$ cat src/rtl/input_capture.sv
// -----------------------------------------------------------------------------
// input_capture
//
// Front-panel input block: synchronizes and debounces the four active-low
// push-buttons, exports clean levels and one-cycle press pulses, and builds
// an 8-digit hexadecimal entry from SW[3:0].
//
//   KEY[0] enter      : shift SW in as the newest digit (nibble 0)
//   KEY[1] clear      : zero all digits
//   KEY[2] backspace  : drop the newest digit
//   KEY[3] lock       : toggle the entry lock
//
// Optional feature macro: INPUT_CAPTURE_DECIMAL_EN
//   When defined, enter refuses SW values above 9 so the display stays BCD.
//
// All outputs are registered; KEY and SW reach outputs only through flops.
// -----------------------------------------------------------------------------
module input_capture #(
   parameter int DEBOUNCE_CYCLES = 1000000,
   parameter int CNT_W           = 20
) (
   input  logic        CLOCK_50,
   input  logic        RESET_N,
   input  logic [3:0]  KEY,
   input  logic [3:0]  SW,
   output logic [3:0]  key_level,
   output logic [3:0]  key_press,
   output logic [31:0] digits,
   output logic [3:0]  digit_count,
   output logic        locked,
   output logic        entry_reject
);

   // Key roles within the KEY / key_press vectors.
   localparam int KEY_ENTER = 0;
   localparam int KEY_CLEAR = 1;
   localparam int KEY_BACK  = 2;
   localparam int KEY_LOCK  = 3;

   localparam logic [CNT_W-1:0] CNT_MAX   = CNT_W'(DEBOUNCE_CYCLES - 1);
   localparam logic [3:0]       MAX_DIGIT = 4'd8;

   // The single entry action selected from the current press pulses.
   typedef enum logic [1:0] {
      ACT_NONE,
      ACT_CLEAR,
      ACT_BACK,
      ACT_ENTER
   } action_e;

   // ---------------------------------------------------------------------------
   // State
   // ---------------------------------------------------------------------------
   logic [3:0]       sync1_q,  sync1_d;
   logic [3:0]       sync2_q,  sync2_d;
   logic [CNT_W-1:0] cnt_q [4];
   logic [CNT_W-1:0] cnt_d [4];
   logic [3:0]       stable_q, stable_d;
   logic [3:0]       press_q,  press_d;
   logic [31:0]      digits_q, digits_d;
   logic [3:0]       count_q,  count_d;
   logic             locked_q, locked_d;
   logic             reject_q, reject_d;

   action_e          act;
   logic             sw_ok;

   // ---------------------------------------------------------------------------
   // Digit acceptance rule for enter
   // ---------------------------------------------------------------------------
`ifdef INPUT_CAPTURE_DECIMAL_EN
   assign sw_ok = (SW <= 4'd9);
`else
   assign sw_ok = 1'b1;
`endif

   // Two-flop synchronizer for the asynchronous keys.
   always_comb begin
      sync1_d = KEY;
      sync2_d = sync1_q;
   end

   // Per-key debounce: count consecutive cycles the synced key disagrees with
   // the stable state; flip the stable state on the last one.
   always_comb begin
      // NOTE: every variable gets a default before any branch so no path
      // leaves it unassigned; a missing default would infer a latch.
      stable_d = stable_q;
      for (int i = 0; i < 4; i++) begin
         cnt_d[i] = '0;
         // Synced key is active-low; stable state is active-high.
         if (~sync2_q[i] != stable_q[i]) begin
            if (cnt_q[i] == CNT_MAX) begin
               stable_d[i] = ~stable_q[i];
            end else begin
               cnt_d[i] = cnt_q[i] + 1'b1;
            end
         end
      end
      // Pulse only on the debounced press edge, never on release.
      press_d = stable_d & ~stable_q;
   end

   // Select the highest-priority entry action from this cycle's pulses.
   always_comb begin
      act = ACT_NONE;
      if (press_q[KEY_CLEAR]) begin
         act = ACT_CLEAR;
      end else if (press_q[KEY_BACK]) begin
         act = ACT_BACK;
      end else if (press_q[KEY_ENTER]) begin
         act = ACT_ENTER;
      end
   end

   // Apply the selected action; lock toggles first and its new value gates
   // the digit actions in the same cycle.
   always_comb begin
      locked_d = locked_q ^ press_q[KEY_LOCK];
      digits_d = digits_q;
      count_d  = count_q;
      reject_d = 1'b0;

      unique case (act)
         ACT_CLEAR: begin
            if (!locked_d) begin
               digits_d = '0;
               count_d  = '0;
            end
         end
         ACT_BACK: begin
            if (!locked_d) begin
               digits_d = {4'h0, digits_q[31:4]};
               if (count_q != 4'd0) begin
                  count_d = count_q - 4'd1;
               end
            end
         end
         ACT_ENTER: begin
            if (locked_d || !sw_ok) begin
               reject_d = 1'b1;
            end else begin
               // Oldest digit drops off the top once all eight are in use.
               digits_d = {digits_q[27:0], SW};
               if (count_q != MAX_DIGIT) begin
                  count_d = count_q + 4'd1;
               end
            end
         end
         default: begin
         end
      endcase
   end

   // State register with synchronous active-low reset.
   always_ff @(posedge CLOCK_50) begin
      // NOTE: sequential state uses non-blocking assignments so every flop
      // samples pre-edge values regardless of statement order.
      if (!RESET_N) begin
         sync1_q  <= 4'hF;
         sync2_q  <= 4'hF;
         // NOTE: the counter array is small control state, not a memory, so
         // it is reset; a mid-debounce reset must discard partial counts.
         for (int i = 0; i < 4; i++) begin
            cnt_q[i] <= '0;
         end
         stable_q <= '0;
         press_q  <= '0;
         digits_q <= '0;
         count_q  <= '0;
         locked_q <= 1'b0;
         reject_q <= 1'b0;
      end else begin
         sync1_q  <= sync1_d;
         sync2_q  <= sync2_d;
         for (int i = 0; i < 4; i++) begin
            cnt_q[i] <= cnt_d[i];
         end
         stable_q <= stable_d;
         press_q  <= press_d;
         digits_q <= digits_d;
         count_q  <= count_d;
         locked_q <= locked_d;
         reject_q <= reject_d;
      end
   end

   // Registered outputs.
   always_comb begin
      key_level    = stable_q;
      key_press    = press_q;
      digits       = digits_q;
      digit_count  = count_q;
      locked       = locked_q;
      entry_reject = reject_q;
   end

endmodule

$ cat config.mk
export PLATFORM = sky130hd
export DESIGN_NAME = input_capture
export DESIGN_NICKNAME = d
export VERILOG_FILES = /design/src/rtl/input_capture.sv
export SDC_FILE = /design/constraint.sdc
export NUM_CORES = 1
export LEC_CHECK = 0
export CORE_MARGIN = 2
export CORE_UTILIZATION = 57
export DETAILED_ROUTE_END_ITERATION = 6
export PLACE_DENSITY = 0.81
export SYNTH_ARGS = -nofsm -noshare
export SYNTH_HDL_FRONTEND = slang
export SYNTH_SLANG_ARGS = --single-unit
$ cat constraint.sdc
create_clock -name CLOCK_50 -period 2.7 [get_ports CLOCK_50]
set_input_delay 0.27 -clock CLOCK_50 [delete_from_list [all_inputs] [get_ports CLOCK_50]]
set_output_delay 0.27 -clock CLOCK_50 [all_outputs]
set_load 0.05 [all_outputs]
==> impl_metrics.tcl <==
set metrics [dict create \
    outcome "finished, final reports clean" \
    r2r-end "cnt_q[2][18]$_SDFF_PP0_" \
    die_w_microns 105.2 \
    slew_violations 0 \
    cp_slowest_stage_delay_ns 0.86 \
    vias 5012 \
    num_rows 36 \
    yosys.area.top_type_share_pct 46.00 \
    cp.arrival_ns 1.84 \
    layout-area-overhead-vs-synth_pct 22.61 \
    drtPass1Iterations 4 \
    grt_pass1_vias 4626 \
    path_class "flip-flop to primary output" \
    clock_skew_ns 0.008691 \
    synth_xor_area_share_pct 8.711 \
    synthTopCellsByCount "dfxtp_1, nor2_1, nand3_1, xnor2_1, a21oi_1" \
    vdd_drop_max_mv 0.4534 \
    cp.required_ns 2.43 \
    synth-compound-area-share_pct 13.32 \
    whs_path_depth 2 \
    worstPathBufferInverterCount 1 \
    tritoncts "done" \
    critPathMaxFanout 6 \
    p_leak_uw 0.002165 \
    grt_max_degree 68 \
    synth_top_family_by_area "simple AND/OR/NAND/NOR gates" \
    slowest_stage "clkdlybuf4s50_1" \
    synth-seq-area-share_pct 46.00 \
    ant_nets 0 \
    final_hold_viol_count 0 \
    start_util_pct 59.12 \
    hold_ws_ns 0.3107 \
    routed_wl_microns 12530 \
    fin_util_pct 72.49 \
    rsz0062_at_grt "false" \
    crit_chain "clkdlybuf4s50_1" \
    die_h_microns 105.2 \
    period_share_pct 78.09 \
    power_density_nw_per_um2 634.9 \
    setup_viol 0 \
    core_area_sq_um 9864 \
    vias_per_cell 5.883 \
    clk_pin_slew_ns 0.05 \
    place_congestion 0.7896 \
    n_antenna_cell 0 \
    fmax_mhz 474.3 \
    synth_cells 657 \
    avgSynthCellArea_sq_um 8.876 \
    cts_resized 0 \
    cts_buffers 17 \
    io_pins 56 \
    min_path_type "input pin to flip-flop" \
    nets 724 \
    ys_ff_latch 134 \
    grt_remaining_overflow 0 \
    rrSetupSlack_ns 0.62 \
    synth_fa_ha_area_share_pct 1.631 \
    drt-initial-drc-count 233 \
    async_reset_ff_share_pct 0 \
    post_cts_buffers 0 \
    dpl.hpwl_microns 8382 \
    grt_antenna_before_repair 0 \
    hold_path_startpoint "KEY[2]" \
    grtUsageTotal_pct 23.25 \
    wl_per_cell_microns 14.71 \
    portBuffers 55 \
    clkSinkCount 134 \
    hold_buffers 0 \
    synthesis.nets 674 \
    yosysMostFrequentCell "dfxtp_1" \
    synth_top_cell_by_area "dfxtp_1" \
    max_slew_margin_pct 58.44 \
    tightest_slew_ns 0.6234 \
    synth.area.mux_share_pct 0.6865 \
    yosys_warnings 0 \
    maxCapViolCount 0 \
    finalSetupTns_ns 0 \
    root_buffer "clkbuf_8" \
    fin_crit_ns 2.108 \
    hold-path-endpoint "sync1_q[2]$_SDFF_PN1_" \
    synth.distinct_cells 48 \
    reg2reg_from "cnt_q[2][0]$_SDFF_PP0_" \
    crit_family "buffers and inverters" \
    cp-end-kind "primary output" \
    drc 0 \
    cts_buffer_depth 2 \
    syn_area_sq_um 5832 \
    clkLatencyLatePin_ns 0.52 \
    die_area_sq_um 11060 \
    cts_max_level 4 \
    synth_ff_type "dfxtp_1" \
    drive_gt1_share_pct 7.093 \
    worst-r2r-cell-count 5 \
    start_kind "flip-flop" \
    yosys.area_share.simple_pct 26.32 \
    synth-edff-count 0 \
    synth_area_leaders "dfxtp_1, nor2_1, xnor2_1" \
    grt_pass1_wl_microns 21220 \
]
[cell families after synthesis]
kind of cell,Yosys count
adder cells (fa/ha/maj),7
buffers and inverters,49
XOR/XNOR,58
AND/OR/NAND/NOR,287
AO/OA/AOI/OAI,118
multiplexers,4
flip-flops,134
[report_power, final]
| part | internal [uW] | total [uW] | switching, uW |
|---|---|---|---|
| Combinational | 22.3 | 51.7 | 29.4 |
| Clock | 1700 | 2500 | 794 |
| Sequential | 1990 | 1990 | 4.66 |
[worst max-delay path by stage]
stage	to	slack, ns	cells past startpoint	start
after floorplan	digit_count[3]$_SDFFE_PN0P_	0.16	7	key_press[0]$_SDFF_PN0_
after global placement	cnt_q[2][18]$_SDFF_PP0_	0.73	5	cnt_q[2][0]$_SDFF_PP0_
after detailed placement	cnt_q[3][3]$_SDFF_PP0_	0.66	5	cnt_q[3][11]$_SDFF_PP0_
after CTS	digit_count[0]	0.57	1	digit_count[0]$_SDFFE_PN0P_
after global routing	digit_count[3]$_SDFFE_PN0P_	0.48	7	key_press[0]$_SDFF_PN0_
final	digit_count[0]	0.59	1	digit_count[0]$_SDFFE_PN0P_
[placed cells by master, fill, tap and decap left out, types with 14 or more instances in the layout]
cell type,count
nor2_1,98
or4_1,14
nand2_1,22
dfxtp_1,134
nand3_1,34
a21oi_1,29
o21ai_0,16
nand4_1,20
xnor2_1,33
clkbuf_16,16
a211oi_1,28
or3_1,17
inv_1,15
clkdlybuf4s50_1,55
a22oi_1,28
xor2_1,25
[layer usage]
layer  share of wire (%)  global-route usage (%)  vias to the layer above
li1                    -                       -                     2472
met1                  45                   29.29                     2393
met5                   0                       0                        -
met4                 1.4                   7.714                        0
met2                  50                   39.33                      129
met3                 4.0                   5.240                       18
[layout make-up]
| type | count | area, sq um |
|---|---|---|
| Clock buffer | 22 | 483.0 |
| Tap cell | 133 | 166.4 |
| Sequential cell | 134 | 2683 |
| Clock inverter | 9 | 170.2 |
| Multi-Input combinational cell | 474 | 2970 |
| Inverter | 16 | 60.06 |
| Fill cell | 708 | 2714 |
| Timing Repair Buffer | 64 | 618.1 |
[worst reg2reg max path, cell delays in order, from the launching register on]
cell and delay, ns:
dfxtp_1 0.39, ha_1 0.25, nand2_1 0.16, or4_4 0.58, or4_1 0.49, a21oi_1 0.15
[flip-flops by register name (all words and copies together), names as in the netlist]
| register | cells |
|---|---|
| key_press | 4 |
| digit_count | 4 |
| sync1_q | 4 |
| cnt_q | 80 |
| sync2_q | 4 |
| digits | 32 |
| locked | 1 |
| entry_reject | 1 |
| key_level | 4 |
[metrics by stage]
| step | total power (uW) | std cells | area (sq um) | worst slack [ns] |
|---|---|---|---|---|
| 6_report | 4540 | 852 | 7151 | 0.5916 |
| 5_1_grt | 4679 | 852 | 7151 | 0.4775 |
| 3_3_place_gp | 2083 | 821 | 6497 | 0.7279 |
| 3_5_place_dp | 2084 | 821 | 6497 | 0.6595 |
| 2_1_floorplan | 2059 | 657 | 5832 | 0.1585 |
| 4_1_cts | 4582 | 852 | 7151 | 0.5733 |
No activity file was read; power rests on OpenSTA's default activity.
